==> src/rtl/shared_res_arbiter_pkg.sv <==
// Shared types and helpers for the shared-resource arbiter and its round-robin picker.
package shared_res_arbiter_pkg;

    typedef enum logic [1:0] {
        IDLE    = 2'd0,
        GRANT   = 2'd1,
        RELEASE = 2'd2
    } state_e;

    localparam int CNT_W   = 8;
    localparam int MAX_REQ = 16;

    function automatic int onehot_to_idx(input logic [MAX_REQ-1:0] oh);
        int idx;
        idx = 0;
        for (int i = 0; i < MAX_REQ; i++) begin
            if (oh[i]) idx = i;
        end
        return idx;
    endfunction

endpackage

==> src/rtl/shared_res_arbiter_rr_pick.sv <==
// Combinational rotate-priority encoder: first set request at or after ptr, wrapping.
module rr_pick
    import shared_res_arbiter_pkg::*;
#(
    parameter int N  = 4,
    parameter int IW = $clog2(N)
) (
    input  logic [N-1:0]  req_i,
    input  logic [IW-1:0] ptr_i,
    output logic          found_o,
    output logic [IW-1:0] idx_o
);

    int          pos;
    logic [IW-1:0] sel;
    logic        found;

    always_comb begin
        found = 1'b0;
        idx_o = '0;
        pos   = 0;
        sel   = '0;
        for (int i = 0; i < N; i++) begin
            pos = (int'(ptr_i) + i) % N;
            sel = pos[IW-1:0];
            if (!found && req_i[sel]) begin
                found = 1'b1;
                idx_o = sel;
            end
        end
        found_o = found;
    end

endmodule

==> src/rtl/shared_res_arbiter.sv <==
// Round-robin arbiter sharing one resource: grant, hold until done/abort/timeout, one release cycle.
module shared_res_arbiter
    import shared_res_arbiter_pkg::*;
#(
    parameter  int NUM_REQ = 4,
    parameter  int TIMEOUT = 15,
    localparam int IDX_W   = $clog2(NUM_REQ)
) (
    input  logic               main_clk_i,
    input  logic               main_rst_an_i,
    input  logic               en_i,
    input  logic [NUM_REQ-1:0] req_i,
    input  logic               done_i,
    output logic [NUM_REQ-1:0] gnt_o,
    output logic [IDX_W-1:0]   gnt_idx_o,
    output logic               gnt_valid_o,
    output logic               busy_o,
    output logic               timeout_o,
    output logic               abort_o
);

    state_e             state_q, state_d;
    logic [IDX_W-1:0]   ptr_q, ptr_d;
    logic [CNT_W-1:0]   cnt_q, cnt_d;
    logic [NUM_REQ-1:0] gnt_q, gnt_d;
    logic [IDX_W-1:0]   gnt_idx_q, gnt_idx_d;
    logic               gnt_valid_q, gnt_valid_d;
    logic               busy_q, busy_d;
    logic               timeout_q, timeout_d;
    logic               abort_q, abort_d;

    logic               pick_found;
    logic [IDX_W-1:0]   pick_idx;
    logic [IDX_W-1:0]   cur_idx;
    logic [IDX_W-1:0]   ptr_after;

    rr_pick #(.N(NUM_REQ), .IW(IDX_W)) u_pick (
        .req_i   (req_i),
        .ptr_i   (ptr_q),
        .found_o (pick_found),
        .idx_o   (pick_idx)
    );

    // The held grant vector is the single source of truth for which requester owns the resource.
    assign cur_idx   = IDX_W'(onehot_to_idx(MAX_REQ'(gnt_q)));
    assign ptr_after = (cur_idx == IDX_W'(NUM_REQ - 1)) ? '0 : cur_idx + 1'b1;

    always_comb begin
        state_d     = state_q;
        ptr_d       = ptr_q;
        cnt_d       = cnt_q;
        gnt_d       = '0;
        gnt_idx_d   = '0;
        gnt_valid_d = 1'b0;
        busy_d      = 1'b0;
        timeout_d   = 1'b0;
        abort_d     = 1'b0;
        case (state_q)
            IDLE: begin
                if (en_i && pick_found) begin
                    state_d     = GRANT;
                    gnt_d       = NUM_REQ'(1) << pick_idx;
                    gnt_idx_d   = pick_idx;
                    gnt_valid_d = 1'b1;
                    busy_d      = 1'b1;
                    cnt_d       = '0;
                end
            end
            GRANT: begin
                if (done_i || !req_i[cur_idx] || (cnt_q == CNT_W'(TIMEOUT - 1))) begin
                    // Exit priority: completion, then withdrawal, then watchdog.
                    state_d   = RELEASE;
                    busy_d    = 1'b1;
                    ptr_d     = ptr_after;
                    abort_d   = !done_i && !req_i[cur_idx];
                    timeout_d = !done_i && req_i[cur_idx];
                end else begin
                    gnt_d       = gnt_q;
                    gnt_idx_d   = gnt_idx_q;
                    gnt_valid_d = 1'b1;
                    busy_d      = 1'b1;
                    cnt_d       = (cnt_q == {CNT_W{1'b1}}) ? cnt_q : cnt_q + 1'b1;
                end
            end
            RELEASE: begin
                state_d = IDLE;
            end
            default: begin
                state_d = IDLE;
            end
        endcase
    end

    always_ff @(posedge main_clk_i or negedge main_rst_an_i) begin
        if (!main_rst_an_i) begin
            state_q     <= IDLE;
            ptr_q       <= '0;
            cnt_q       <= '0;
            gnt_q       <= '0;
            gnt_idx_q   <= '0;
            gnt_valid_q <= 1'b0;
            busy_q      <= 1'b0;
            timeout_q   <= 1'b0;
            abort_q     <= 1'b0;
        end else begin
            state_q     <= state_d;
            ptr_q       <= ptr_d;
            cnt_q       <= cnt_d;
            gnt_q       <= gnt_d;
            gnt_idx_q   <= gnt_idx_d;
            gnt_valid_q <= gnt_valid_d;
            busy_q      <= busy_d;
            timeout_q   <= timeout_d;
            abort_q     <= abort_d;
        end
    end

    assign gnt_o       = gnt_q;
    assign gnt_idx_o   = gnt_idx_q;
    assign gnt_valid_o = gnt_valid_q;
    assign busy_o      = busy_q;
    assign timeout_o   = timeout_q;
    assign abort_o     = abort_q;

endmodule
==> config.mk <==
export PLATFORM = sky130hd
export DESIGN_NAME = shared_res_arbiter
export DESIGN_NICKNAME = d
export VERILOG_FILES = /design/src/rtl/shared_res_arbiter_pkg.sv /design/src/rtl/shared_res_arbiter_rr_pick.sv /design/src/rtl/shared_res_arbiter.sv
export SDC_FILE = /design/constraint.sdc
export NUM_CORES = 1
export LEC_CHECK = 0
export ABC_AREA = 1
export CORE_AREA = 2 2 63 50
export DETAILED_ROUTE_END_ITERATION = 10
export DIE_AREA = 0 0 65 52
export GPL_TIMING_DRIVEN = 0
export HOLD_SLACK_MARGIN = 0.08
export PLACE_DENSITY = 0.86
export SLEW_MARGIN = 15
export SYNTH_ARGS = -nofsm -noshare
export SYNTH_HDL_FRONTEND = slang
export SYNTH_HIERARCHICAL = 1
export SYNTH_SLANG_ARGS = --single-unit
==> constraint.sdc <==
create_clock -name main_clk_i -period 2.3 [get_ports main_clk_i]
set_input_delay 0.46 -clock main_clk_i [delete_from_list [all_inputs] [get_ports main_clk_i]]
set_output_delay 0.46 -clock main_clk_i [all_outputs]
set_load 0.03 [all_outputs]
==> results.md, run 1 <==
Outcome:
- The flow ran to the end, and the final reports show no timing, DRC or antenna violations.

Global routing:
- Entering global routing, the biggest net connects 23 pins.
- The initial antenna violation count is 0.
- met2 is the most crowded layer.
- The first global-routing pass estimated 5292 um of wire.
- The total congestion overflow after global routing is 0.
- For met1 alone, demand over resource in global routing was 0.2966.
- For this run, global-route usage on met2 was measured as 0.3162.
- The global-route met3 utilization is 0.05195.
- For this run, the total global-route usage over all layers was measured as 0.2069.
- The via count of the first global-routing pass came to 1,195.

Cells and area:
- In the layout the commonest cells are nand2_1 (71), nand3_1 (22), dfrtp_1 (22).
- The area growth from synthesis to layout is 19.81%.
- The repair_antennas step left the layout with diodes totalling 0.
- The post-route standard cell area excluding fillers is 1778 um2.
- Of the cells placed in the final design, the portion with a size suffix greater than 1 is 0.1775.
- The number of nets in the layout is 242.
- Once layout is complete, the utilization of the core stands at 0.6381.
- After the flow finishes, the layout carries non-filler instances totaling 269.
- The most frequent standard cell in the layout excluding fill and tap cells is nand2_1.

Synthesis:
- Of the total synthesized cell area, the portion taken by AND, OR, NAND and NOR gates is 0.4781.
- The netlist area before placement is 1484 um2.
- The number of warnings printed during yosys synthesis is 6.
- By area the synthesized netlist is led by dfrtp_1 (37%), nand2_1 (18%), nand3_1 (7.8%).
- The fraction of the mapped netlist area in adder cells is 0.01686.
- The synthesized instance count is 210.
- The compound-cell area share of the yosys netlist was 0.04722.
- Counting every net in the synthesized netlist gives 220.
- The mean cell area of the mapped netlist is 7.066 um2.
- The fraction of synthesized cell area taken by the top area cell type is 0.3710.
- By area, the combinational part of the netlist is dominated by simple AND/OR/NAND/NOR gates.
- The post-synthesis register bit count is 22.
- Of the post-synthesis cell area, the part taken by muxes is 0.
- The sequential element share of the synthesized area is 0.3710.
- The netlist uses 24 different library cells.
- The synthesized-area fraction occupied by xor and xnor cells is 0.
- The largest area contributor in the netlist is dfrtp_1.

Routing:
- The wire length per cell after detailed routing is 11.30 um.
- The DRC violation count after routing is 0.
- Dividing the detail-routed via count by the number of cells gives 4.948.
- The first routing iteration left 34 violations.
- Summed over all layers, the routed wires come to 3041 um.
- The vias after detailed routing is 1,331.
- The remaining antenna violation count after routing is 0.
- The number of search-and-repair iterations in the first detailed-routing pass is 4.

Power:
- Power comes to 2.230 mW.
- The power per cell area is 1254 nW/um2.
- The worst ir drop on vdd is 0.0008138 V.
- The leakage power of the design is 0.9180 nW.

Worst setup path:
- In this run the critical register-to-register path is launched from ptr_q[0].
- The arrival time at the worst endpoint is 2.24 ns.
- The highest-delay cell along the critical path is clkdlybuf4s50_1.
- Of all nets on the critical path, the largest fanout is 8.
- In this design, the stage delay of the slowest critical-path cell is 0.50 ns.
- The type of element capturing the critical path is a register.
- The critical path class is in -> reg.
- The worst flop-to-flop path endpoint is cnt_q[0].
- The required time of the critical path is 2.46 ns.
- STA classifies the critical path startpoint as a primary input.
- The number of cells on the worst reg-to-reg path is 12.
- The signal on the critical path passes through clkdlybuf4s50_1 -> inv_1 -> nand2_1 -> nand2_1 -> o21ai_1 -> nand3b_1 -> nand3_2 -> nand2_1 -> nand2_1 -> inv_2 -> nand2_4 -> nand2_1 -> nand2_1.
- The reg2reg setup slack is 0.35 ns.
- The critical path's most frequent cell is nand2_1.

Floorplanning:
- The die extent in y is 52 um.
- The total area inside the core boundary comes to 2786 um2.
- For this configuration, the core starts out at a cell density of 0.5326.
- The placement row count is 17.
- The area enclosed by the die boundary is 3380 um2.
- The die width is 65 um.
- Pin placement for this block handled 18 I/O pins.

Placement:
- Detailed placement finished with a half-perimeter wire length of 2321 um.
- After detailed placement, the total cell area comes to 1702 um2.
- During placement, the flow inserted port buffers numbering 17.
- The cell count after placement is 265.
- The placer's final routability congestion estimate is 0.9123.

Timing:
- The normalized max-slew margin is 0.3592.
- Based on the critical path, the design can be clocked at up to 482.6 MHz.
- The final max-slew violation count came to 0.
- The final critical-path required period is 2.072 ns.
- Across the routed clock network, the largest skew measured is 0.003711 ns.
- Setup violations remaining at the end of the flow were counted as 0.
- At the pin with the least slew margin, the transition time is 0.9582 ns.
- Setup repair after global routing left no endpoint under its margin.
- The hold violation count in the final report is 0.
- The final cycle utilization of the critical path is 0.9009.

Hold path:
- Counting instances, the worst hold path has a depth of 2.
- The path category of the worst min-delay check is reg -> reg.
- The sink of the worst hold path is gnt_idx_o[1].
- The worst hold path begins at gnt_idx_o[1].

Clock tree:
- The post-CTS setup buffer count is 0.
- After clock tree synthesis, the repair step resized 0 gates.
- After clock tree synthesis, the clock-pin slew on the worst setup and hold paths is 0.08 ns.
- The maximum clock path buffer count is 2.
- The number of buffers created by CTS is 3.
- TritonCTS built the clock tree.
- The clock insertion delay at the later pin of the skew report is 0.27 ns.
- Hold repair after CTS inserted 0 buffers.
- The tree built by TritonCTS fans out to 22 sinks.
- CTS built an H-tree with a depth of 1.
- The buffer cell driving the clock tree root is clkbuf_8.

Run:
- Max-cap violations in this run came to 0.
[worst max-delay path by stage]
stage | startpoint | to | slack, ns | depth (start not counted)
3_5_place_dp | req_i[1] | cnt_q[4] | -0.21 | 13
6_report | req_i[1] | cnt_q[0] | 0.23 | 13
4_1_cts | req_i[1] | cnt_q[7] | 0.06 | 13
5_1_grt | req_i[1] | cnt_q[6] | 0.02 | 13
3_3_place_gp | req_i[1] | cnt_q[0] | -0.19 | 13
2_1_floorplan | ptr_q[0] | cnt_q[6] | 0.52 | 12
[report_power, final]
part / switching [mW] / internal, mW / leakage [nW]
registers: 0.0869 / 0.491 / 0.296
logic: 0.851 / 0.438 / 0.586
clock network: 0.131 / 0.233 / 0.0357
total: 1.07 / 1.16 / 0.918
[cells in the mapped netlist]
cell type and n:
buf_2 1, nand3b_1 1, nor3_1 1, nand4_1 3
nor3b_1 3, ha_1 2, inv_2 5, o21ai_1 3
o21ai_0 4, nor2_1 17, nor2_2 2, inv_1 22
o21bai_1 1, a21oi_1 2, o21ai_2 2, nand2_1 71
nand2_2 11, dfrtp_1 22, nand2_4 5, nand3_1 23
or2_4 1, nand3_2 3, buf_6 2, nor2_4 3
[final cells by class]
class	count	area, um2
Buffer	3	27.53
Clock buffer	3	41.29
Clock inverter	1	30.03
Fill cell	255	1008
Inverter	27	101.3
Multi-Input combinational cell	158	809.5
Sequential cell	22	550.5
Tap cell	38	47.55
Timing Repair Buffer	17	170.2
[cells by family after synthesis]
group                      after synthesis
AOI/OAI and AO/OA                       12
adders and majority gates                2
buffers and inverters                   30
DFF                                     22
and+or+nand+nor                        144
[per-layer routing]
layer | vias up | wire length [um]
met3 | 4 | 159
li1 | 699 | -
met1 | 593 | 1580
met4 | 0 | 34
met5 | - | 0
met2 | 35 | 1267
[critical path, delay by kind of cell]
kind,cells,cell delay (ns)
AO/OA/AOI/OAI,1,0.19
buffers and inverters,3,0.73
AND/OR/NAND/NOR,9,0.85
[metrics by stage]
stage	hold slack [ns]	worst slack (ns)	TNS [ns]
detailed placement	0.4993	-0.2131	-1.670
floorplan	0.1644	0.5176	0
global route	0.5593	0.02104	0
global placement	0.4950	-0.1898	-1.465
finish	0.5256	0.2278	0
CTS	0.5270	0.05981	0
[flip-flops by register name, indices dropped and copies added (netlist names)]
name and cells:
abort_o 1, busy_o 1, cnt_q 8, gnt_idx_o 2, gnt_o 4, gnt_valid_o 1
ptr_q 2, state_q 2, timeout_o 1
Note: power is estimated with default switching activity, not from simulation.
==> inputs of run 2 (changes only) <==
Settings changed: CAP_MARGIN from default to 20, MAX_ROUTING_LAYER from default to met4.
==> results.md, run 2 (synthesized netlist as in run 1, its figures left out) <==
Outcome:
- The flow ran to the end, and the final reports show no timing, DRC or antenna violations.

Clock tree:
- The tree is rooted in a clkbuf_8.
- Post-CTS timing repair inserted 0 buffers for setup.
- The clock insertion delay at the later pin of the skew report is 0.26 ns.
- The sink count of the clock tree is 22.
- Clock tree synthesis inserted a total of 3 buffers.
- The maximum clock path buffer count is 2.
- The CTS tree is done.
- The number of levels the H-tree was split into is 1.
- The number of hold buffers added after CTS was 0.
- Clock-pin slew was measured on the worst setup and hold paths at 0.08 ns.

Placement:
- In this run the cell area measured after placement is 1702 um2.
- The count of port buffers added during placement is 17.
- At the placement stage, the worst setup path has a slack of -0.1966 ns.
- After legalization and detailed placement, the total HPWL measured 2268 um.
- The placer's final routability congestion estimate is 0.9409.

Floorplanning:
- The area enclosed by the die boundary is 3380 um2.
- The number of top-level pins is 18.
- From left edge to right edge, the die measures 65 um.
- The area inside the core boundary is 2786 um2.
- The initial utilization of the core area, before any placement, comes to 0.5326.
- The die extent in y is 52 um.
- Row generation in the floorplan step produced 17 rows.

Cells and area:
- The share of the core filled with cells in the final layout is 0.6381.
- The total area of sequential cells is 550.5 um2.
- The layout has 227 filler cells.
- The number of nets in the layout is 242.
- The fraction of layout cells with a size suffix above 1 is 0.1775.
- The flip-flop count of the largest register, all copies and words added is 8.
- The number of antenna repair diodes is 0.
- The multi-input combinational cells in the finished layout cover a total of 809.5 um2.
- With fillers left out, the area of the finished cells amounts to 1778 um2.
- The area growth from synthesis to layout is 19.81%.
- The register with the most flip-flops is cnt_q.
- Leaving out fill and tap cells, the most frequent cell in the layout is nand2_1.
- In the layout the commonest cells are nand2_1 (71), nand3_1 (22), dfrtp_1 (22).

Power:
- Of the total power, registers draw 0.262.
- The worst ir drop on vdd is 0.0007033 V.
- Summed over all cells, the static leakage comes to 0.9180 nW.
- The switching portion of total power is 0.4753.
- The fraction of power consumed by combinational cells is 0.577.
- In this run the power spent charging and discharging nets is 1.052 mW.
- The total design power is 2.214 mW.
- Internal power comes to 1.162 mW.
- For this design the ratio of total power to cell area is 1245 nW/um2.
- The clock network fraction of design power is 0.161.

Routing:
- After detailed routing, the number of remaining DRC violations is 0.
- Dividing the detail-routed wire length by the instance count gives 11.39 um.
- Before antenna repair, the detailed router went through 4 iterations.
- The average via count per standard cell is 4.989.
- The first-iteration detailed-routing DRC count is 91.
- The remaining antenna violation count after routing is 0.
- Wires add up to 3065 um.
- Summing over every cut layer, the via total after detailed routing is 1,342.

Global routing:
- The maximum number of pins on one net before global-route repair is 23.
- Summed over all layers, the global routing overflow is 0.
- The via count of the first global-routing pass is 1,228.
- The global-route usage over all layers is 0.2254.
- The initial antenna violation count came to 0.
- The first-pass GRT wire length is 5630 um.

Worst setup path:
- The largest single stage delay on the critical path is 0.50 ns.
- In this run the worst path has a maximum fanout of 8.
- The critical path goes through clkdlybuf4s50_1 -> inv_1 -> nand2_1 -> nand2_1 -> o21ai_1 -> nand3b_1 -> nand3_2 -> nand2_1 -> nand2_1 -> inv_2 -> nand2_4 -> nand2_1 -> nand2_1.
- Data on the critical path arrives at its endpoint at 2.21 ns.
- The launch instance of the worst register-to-register path is ptr_q[0].
- For the worst setup path, the data required time is 2.45 ns.
- The reg2reg setup slack is 0.38 ns.
- The highest-delay cell along the critical path is clkdlybuf4s50_1.
- The endpoint identified for the worst register-to-register timing path is cnt_q[0].
- The critical path's most frequent cell is nand2_1.
- The type of element capturing the critical path is a register.
- By startpoint and endpoint, the worst setup path is classified as in -> reg.
- For the worst flop-to-flop path, the logic depth is 12.
- STA classifies the critical path startpoint as a primary input.

Hold path:
- The worst hold path begins at gnt_o[0].
- In this run the worst hold path is classified as reg -> reg.
- The sink of the worst hold path is gnt_o[0].
- Counting instances, the worst hold path has a depth of 2.

Timing:
- The measured slew at the worst slew-check pin is 0.9619 ns.
- The final max-slew violation count is 0.
- The setup TNS is 0 ns.
- For the final database, setup skew stands at 0.003358 ns.
- Setup violations remaining at the end of the flow were counted as 0.
- Setup repair after global routing left no endpoint under its margin.
- The final cycle utilization of the critical path is 0.8958.
- The normalized max-slew margin is 0.3567.
- The setup slack of the critical path after layout is 0.2396 ns.
- The hold violation count in the final report is 0.
- The achievable clock frequency is 485.3 MHz.
- The smallest clock period supported by the final layout is computed as 2.060 ns.

Run:
- The count of maximum capacitance violations is 0.
[run 2: metrics by stage]
step                      std cells  hold WS [ns]
after global placement          265        0.4943
after global routing            269        0.5579
final                           269        0.5119
after floorplan                 210        0.1644
after CTS                       269        0.5176
after detailed placement        265        0.4908
[run 2: layout make-up]
cell class | instances | share of cell area
plain buffers | 3 | 0.01548
well taps | 38 | 0.02674
clock inverters | 1 | 0.01689
multi-input cells | 158 | 0.4553
inverters | 27 | 0.05700
repair buffers | 17 | 0.09571
flip-flops and latches | 22 | 0.3096
clock buffers | 3 | 0.02322
[run 2: how the worst max path moves through the flow]
stage	from	end	cells past startpoint
global route	req_i[1]	cnt_q[2]	13
finish	req_i[1]	cnt_q[0]	13
global placement	req_i[2]	cnt_q[0]	14
CTS	req_i[1]	cnt_q[0]	13
detailed placement	req_i[1]	cnt_q[0]	13
floorplan	ptr_q[0]	cnt_q[6]	12
[run 2: power groups by stage]
stage               combinational, mW  sequential, mW  clock [mW]
global route                     1.44           0.593       0.384
global placement                 1.25           0.582           0
detailed placement               1.26           0.585           0
CTS                              1.27           0.579       0.364
floorplan                       0.852           0.679           0
finish                           1.28           0.580       0.356
[run 2: what timing repair did]
action,4_1_cts,5_1_grt
resized for setup,0,2
setup endpoints to repair,0,8
endpoints found under the hold margin,0,0
[run 2: routing by layer]
metal / vias to the layer above / global-route usage / wire, um
met2: 37 / 0.3230 / 1281
li1: 702 / - / -
met4: 0 / 0.05674 / 50
met3: 6 / 0.04113 / 152
met1: 597 / 0.3301 / 1581
met5: - / - / 0
[run 2: worst max-delay path, delay by kind of cell]
| family | cells | cell delay (ns) |
|---|---|---|
| AOI/OAI and AO/OA | 1 | 0.18 |
| buffers and inverters | 3 | 0.73 |
| and+or+nand+nor | 9 | 0.83 |
==> inputs of run 3 (changes only) <==
Settings changed: PLACE_DENSITY 0.86 to 0.8.
==> results.md, run 3 (synthesized netlist as in run 1, its figures left out) <==
Worst setup path:
- The type of element capturing the critical path is a register.
- The slowest stage of the critical path belongs to the cell clkdlybuf4s50_1.
- The critical path's most frequent cell is nand2_1.
- The kind of cell with the highest combined delay along the critical path is simple AND/OR/NAND/NOR gates.
- The arrival time at the worst endpoint is 2.28 ns.
- The critical path goes through clkdlybuf4s50_1 -> inv_1 -> nand2_1 -> nand2_1 -> o21ai_1 -> nand3b_1 -> nand3_2 -> nand2_1 -> nand2_1 -> inv_2 -> nand2_4 -> nand2_1 -> nand2_1.
- Counting both buffers and inverters, the worst setup path holds a total of 3.
- The required time of the critical path is 2.46 ns.
- The worst setup path is of the in -> reg kind.
- The worst setup path is launched from a primary input.
- The largest stage delay on the critical path is 0.50 ns.
- The reg2reg setup slack is 0.34 ns.
- The highest fanout seen on the critical path is 8.

Floorplanning:
- The area inside the core boundary is 2786 um2.
- Measured along the x axis, the die boundary spans 65 um.
- The floorplan step defined a die boundary enclosing 3380 um2.
- For this configuration, the core starts out at a cell density of 0.5326.
- The die extent in y is 52 um.
- The placement row count is 17.
- The number of top-level pins is 18.

Timing:
- The final cycle utilization of the critical path is 0.9208.
- At the pin with the least slew margin, the transition time is 0.3435 ns.
- The clock skew is 0.004185 ns.
- In the post-route analysis, the smallest setup slack over all paths is 0.1822 ns.
- The final critical-path required period is 2.118 ns.
- The hold violation count in the final report is 0.
- Setup repair after global routing left no endpoint under its margin.
- Measured against its own limit, the worst slew margin works out to 0.7703.
- Derived from the worst setup path, the maximum achievable clock frequency is 472.2 MHz.
- The final max-slew violation count came to 0.
- Setup violations remaining at the end of the flow were counted as 0.
- The setup TNS is 0 ns.

Clock tree:
- The later pin in the worst-skew pair is clocked with a latency of 0.27 ns.
- The clock edge transition at the registers on the reported setup and hold paths is 0.08 ns.
- The number of cells upsized or downsized after cts is 0.
- The number of buffers created by CTS is 3.
- In this run the post-CTS setup repair buffer count came out at 0.
- The number of hold buffers added after cts is 0.
- The CTS tree is done.
- CTS saw 22 sinks.
- The number of levels the H-tree was split into is 1.
- The buffer cell driving the clock tree root is clkbuf_8.
- The clock passes through at most 2 buffers.

Global routing:
- For this run, the total global-route usage over all layers was measured as 0.2185.
- The first global-routing pass estimated 5423 um of wire.
- The initial antenna violation count is 0.
- Summed over all layers, the global routing overflow is 0.
- The maximum number of pins on one net before global-route repair is 23.
- The via count of the first global-routing pass came to 1,207.

Power:
- The worst ir drop on vdd is 0.0006485 V.
- The power per cell area is 1238 nW/um2.
- For this design the static power due to leakage is 0.9307 nW.

Cells and area:
- The final layout contains 243 nets.
- The register with the most flip-flops in the layout has 8 of them.
- Once layout is complete, the utilization of the core stands at 0.6480.
- The repair_antennas step left the layout with diodes totalling 0.
- The fraction of layout cells with a size suffix above 1 is 0.1810.
- Leaving out fill and tap cells, the most frequent cells in the layout are nand2_1 (71), nand3_1 (22), dfrtp_1 (22).
- More flip-flops sit in one register than any other, and that register is cnt_q.
- Fill cells in the final layout number 243.
- The most frequent standard cell in the layout excluding fill and tap cells is nand2_1.
- The area growth from synthesis to layout is 21.67%.

Placement:
- The setup slack after placement is -0.2642 ns.
- The count of port buffers added during placement is 17.
- The congestion estimate from routability-driven global placement came to 0.8338.
- Once detailed placement completed, the half-perimeter wirelength came to 2277 um.

Routing:
- The routed design has 3015 um of wire.
- The first-iteration detailed-routing DRC count is 77.
- After detailed routing, the number of remaining DRC violations is 0.
- After detailed routing, the number of vias per cell comes to 4.900.
- The vias after detailed routing is 1,323.
- Once detail routing completed, the nets flagged for antenna violations numbered 0.
- The number of search-and-repair iterations in the first detailed-routing pass is 4.
- In the final routed layout, each cell accounts on average for 11.17 um.

Run:
- The count of maximum capacitance violations is 0.

Hold path:
- The path category of the worst min-delay check is in -> async.

Outcome:
- The run finished with clean final reports.
[run 3: final timing paths]
check | cells after the start | end | from
min in group main_clk_i | 2 | gnt_idx_o[0] | gnt_idx_o[0]
hold reg to reg | 2 | gnt_idx_o[0] | gnt_idx_o[0]
max in group asynchronous | 2 | ptr_q[0] | main_rst_an_i
setup reg to reg | 12 | cnt_q[7] | ptr_q[0]
setup / recovery | 13 | cnt_q[7] | req_i[1]
hold / removal | 1 | cnt_q[4] | main_rst_an_i
[run 3: area by class of cell]
type,count,area (um2),share of cell area
multi-input cells,158,809.5,0.4484
clock buffers,3,41.29,0.02287
inverters,27,101.3,0.05613
plain buffers,3,27.53,0.01525
well taps,38,47.55,0.02633
repair buffers,18,197.7,0.1095
flip-flops and latches,22,550.5,0.3049
clock inverters,1,30.03,0.01663
[run 3: per-stage QoR]
stage / instance area [um2] / cells / total power, mW / hold slack, ns
finish: 1805 / 270 / 2.235 / 0.4596
global route: 1805 / 270 / 2.417 / 0.4716
CTS: 1773 / 269 / 2.222 / 0.5307
detailed placement: 1702 / 265 / 1.852 / 0.4977
global placement: 1702 / 265 / 1.834 / 0.4934
floorplan: 1484 / 210 / 1.532 / 0.1644
[run 3: metal layers]
metal | vias to the layer above | global-route usage | routed length, um
met5 | - | - | 0
met4 | 0 | 0.05319 | 25
met3 | 2 | 0.04762 | 126
met2 | 28 | 0.3333 | 1265
met1 | 593 | 0.2997 | 1597
li1 | 700 | - | -
[run 3: where the power goes]
part	switching (mW)	leakage, nW	total [mW]	internal, mW
Clock	0.130	0.0357	0.362	0.233
Sequential	0.0842	0.296	0.575	0.491
Combinational	0.855	0.599	1.30	0.443
==> RTL change: new RTL, settings of run 2 <==
Re-encode `state_e` (3 states) as one-hot, 3 bits wide.
--- a/src/rtl/shared_res_arbiter_pkg.sv
+++ b/src/rtl/shared_res_arbiter_pkg.sv
@@ -2,8 +2,8 @@
 package shared_res_arbiter_pkg;
 
-    typedef enum logic [1:0] {
-        IDLE    = 2'd0,
-        GRANT   = 2'd1,
-        RELEASE = 2'd2
+    typedef enum logic [2:0] {
+        IDLE    = 3'b001,
+        GRANT   = 3'b010,
+        RELEASE = 3'b100
     } state_e;
 
Behaviour: no difference found for any inputs over 10 cycles, from zero or initial values and one cycle with main_rst_an_i low; not proved beyond that.
==> RTL change against run 2 <==
Die area stayed put. Final area is 2.5% higher. Routed wire length is 0.98% higher. Final cell count is 1.5% higher. Synthesized cell count is 1.4% higher. Synthesized area is 3.7% higher. Register-to-register slack worse by 0.06 ns. Setup slack worse by 0.071 ns. Total power is 4.8% lower. Worst hold slack worse by 0.026 ns. Sequential cell count is 1 higher. Maximum frequency is 3.3% lower. Critical endpoint unchanged. Largest cell class unchanged.
==> RTL change: results <==
metrics = {
    "run_status": {
        "outcome": "finished, final reports clean",
    },
    "power": {
        "p_sw_share_pct": 49.6,
        "p_leak_nw": 0.917,
        "pwr-share-comb_pct": 60.6,
        "p_seq_mw": 0.573,
        "power_density_mw_per_mm2": 1160,
        "vdd_drop_max_mv": 0.680,
    },
    "timing": {
        "slew_headroom_pct": 33.8,
        "clock_skew_ns": 0.00184,
    },
    "cts": {
        "htree_levels": 1,
        "clk_pin_slew_ns": 0.08,
        "clk_path_buf_depth": 2,
        "cts_root_buf": "clkbuf_8",
        "cts-buffers-inserted": 3,
        "insertion_delay_ns": 0.27,
    },
    "place": {
        "dp_hpwl_um": 2340,
        "port_buffers": 17,
        "routabilityCongestion": 0.874,
    },
    "final_layout": {
        "nFillCells": 254,
        "regMostFlops": "cnt_q",
        "largest_reg_flops": 8,
        "layout.nets": 246,
        "drive_gt1_share_pct": 20.4,
        "antennaDiodeCount": 0,
    },
    "critical_path": {
        "slowest_stage": "clkdlybuf4s50_1",
        "crit_family": "simple AND/OR/NAND/NOR gates",
        "crit_arrival_ns": 2.34,
        "critPathMaxFanout": 6,
        "critical_path.max_stage_delay_ns": 0.52,
    },
    "logic_synthesis": {
        "synth.area.top_cells": "dfrtp_1 36%, nand2_1 17%, nand3_1 6.5%",
        "synthArstFlopShare_pct": 100,
        "ys_top_cells_by_count": "71 x nand2_1, 25 x inv_1, 22 x dfrtp_1",
        "yosysUniqueCellTypes": 23,
        "ys_warn_count": 6,
        "yosysSeqAreaShare_pct": 37.5,
        "synth_nets": 223,
    },
    "drt": {
        "first_pass_iters": 4,
        "drtIter0Drc": 54,
        "routedWlPerCell_um": 11.3,
        "viasPerCell": 4.94,
    },
    "worst_hold_path": {
        "hp-class": "reg -> reg",
    },
    "global_route": {
        "grt_pass1_wl_um": 5830,
        "grt_use_total_pct": 23.2,
        "antenna_found_initial": 0,
        "grt_pass1_vias": 1305,
        "grt_max_degree": 24,
    },
}
-- RTL change: what timing repair did --
item / CTS / global route
setup endpoints to repair: 0 / 9
buffers inserted: 0 / 1
gates resized for setup: 0 / 2
-- RTL change: worst paths after layout --
check                              start  endpoint  slack, ns  depth (start not counted)
setup / recovery                req_i[2]  cnt_q[0]       0.17                         14
hold / removal                  gnt_o[0]  gnt_o[0]       0.49                          2
setup reg to reg                ptr_q[0]  cnt_q[0]       0.32                         12
hold reg to reg                 gnt_o[0]  gnt_o[0]       0.49                          2
max in group asynchronous  main_rst_an_i  gnt_o[3]       0.97                          1
min in group asynchronous  main_rst_an_i  cnt_q[4]       0.73                          1
-- RTL change: final cells by class --
class	count	area, µm²	share of cell area [%]
clock inverters	1	7.51	0.412
well taps	38	47.5	2.61
clock buffers	3	41.3	2.27
flip-flops and latches	23	577	31.7
multi-input cells	159	832	45.7
plain buffers	3	33.8	1.85
repair buffers	18	178	9.75
inverters	28	105	5.77
-- RTL change: cells by family after synthesis --
| logic type | synth area share, % |
|---|---|
| AOI/OAI and AO/OA | 4.47 |
| adders and majority gates | 1.63 |
| buffers and inverters | 9.02 |
| DFF | 37.5 |
| and+or+nand+nor | 47.4 |
-- RTL change: metal layers --
metal	track usage (%)	up-vias	part of all wire [%]
li1	-	707	-
met1	32.6	613	50
met2	35.2	25	45
met3	4.55	4	4.0
met4	4.61	0	1.1
met5	-	-	0
-- RTL change: per-stage QoR --
stage          setup WS [ns]  hold slack [ns]  cell area (µm²)  cells  utilization [%]
6_report               0.168            0.486             1820    273             65.4
5_1_grt              0.00509            0.525             1820    273             65.4
4_1_cts               0.0693            0.487             1810    272             64.8
3_5_place_dp          -0.220            0.463             1760    268             63.0
3_3_place_gp          -0.181            0.461             1760    268             63.0
2_1_floorplan          0.494            0.164             1540    213                -
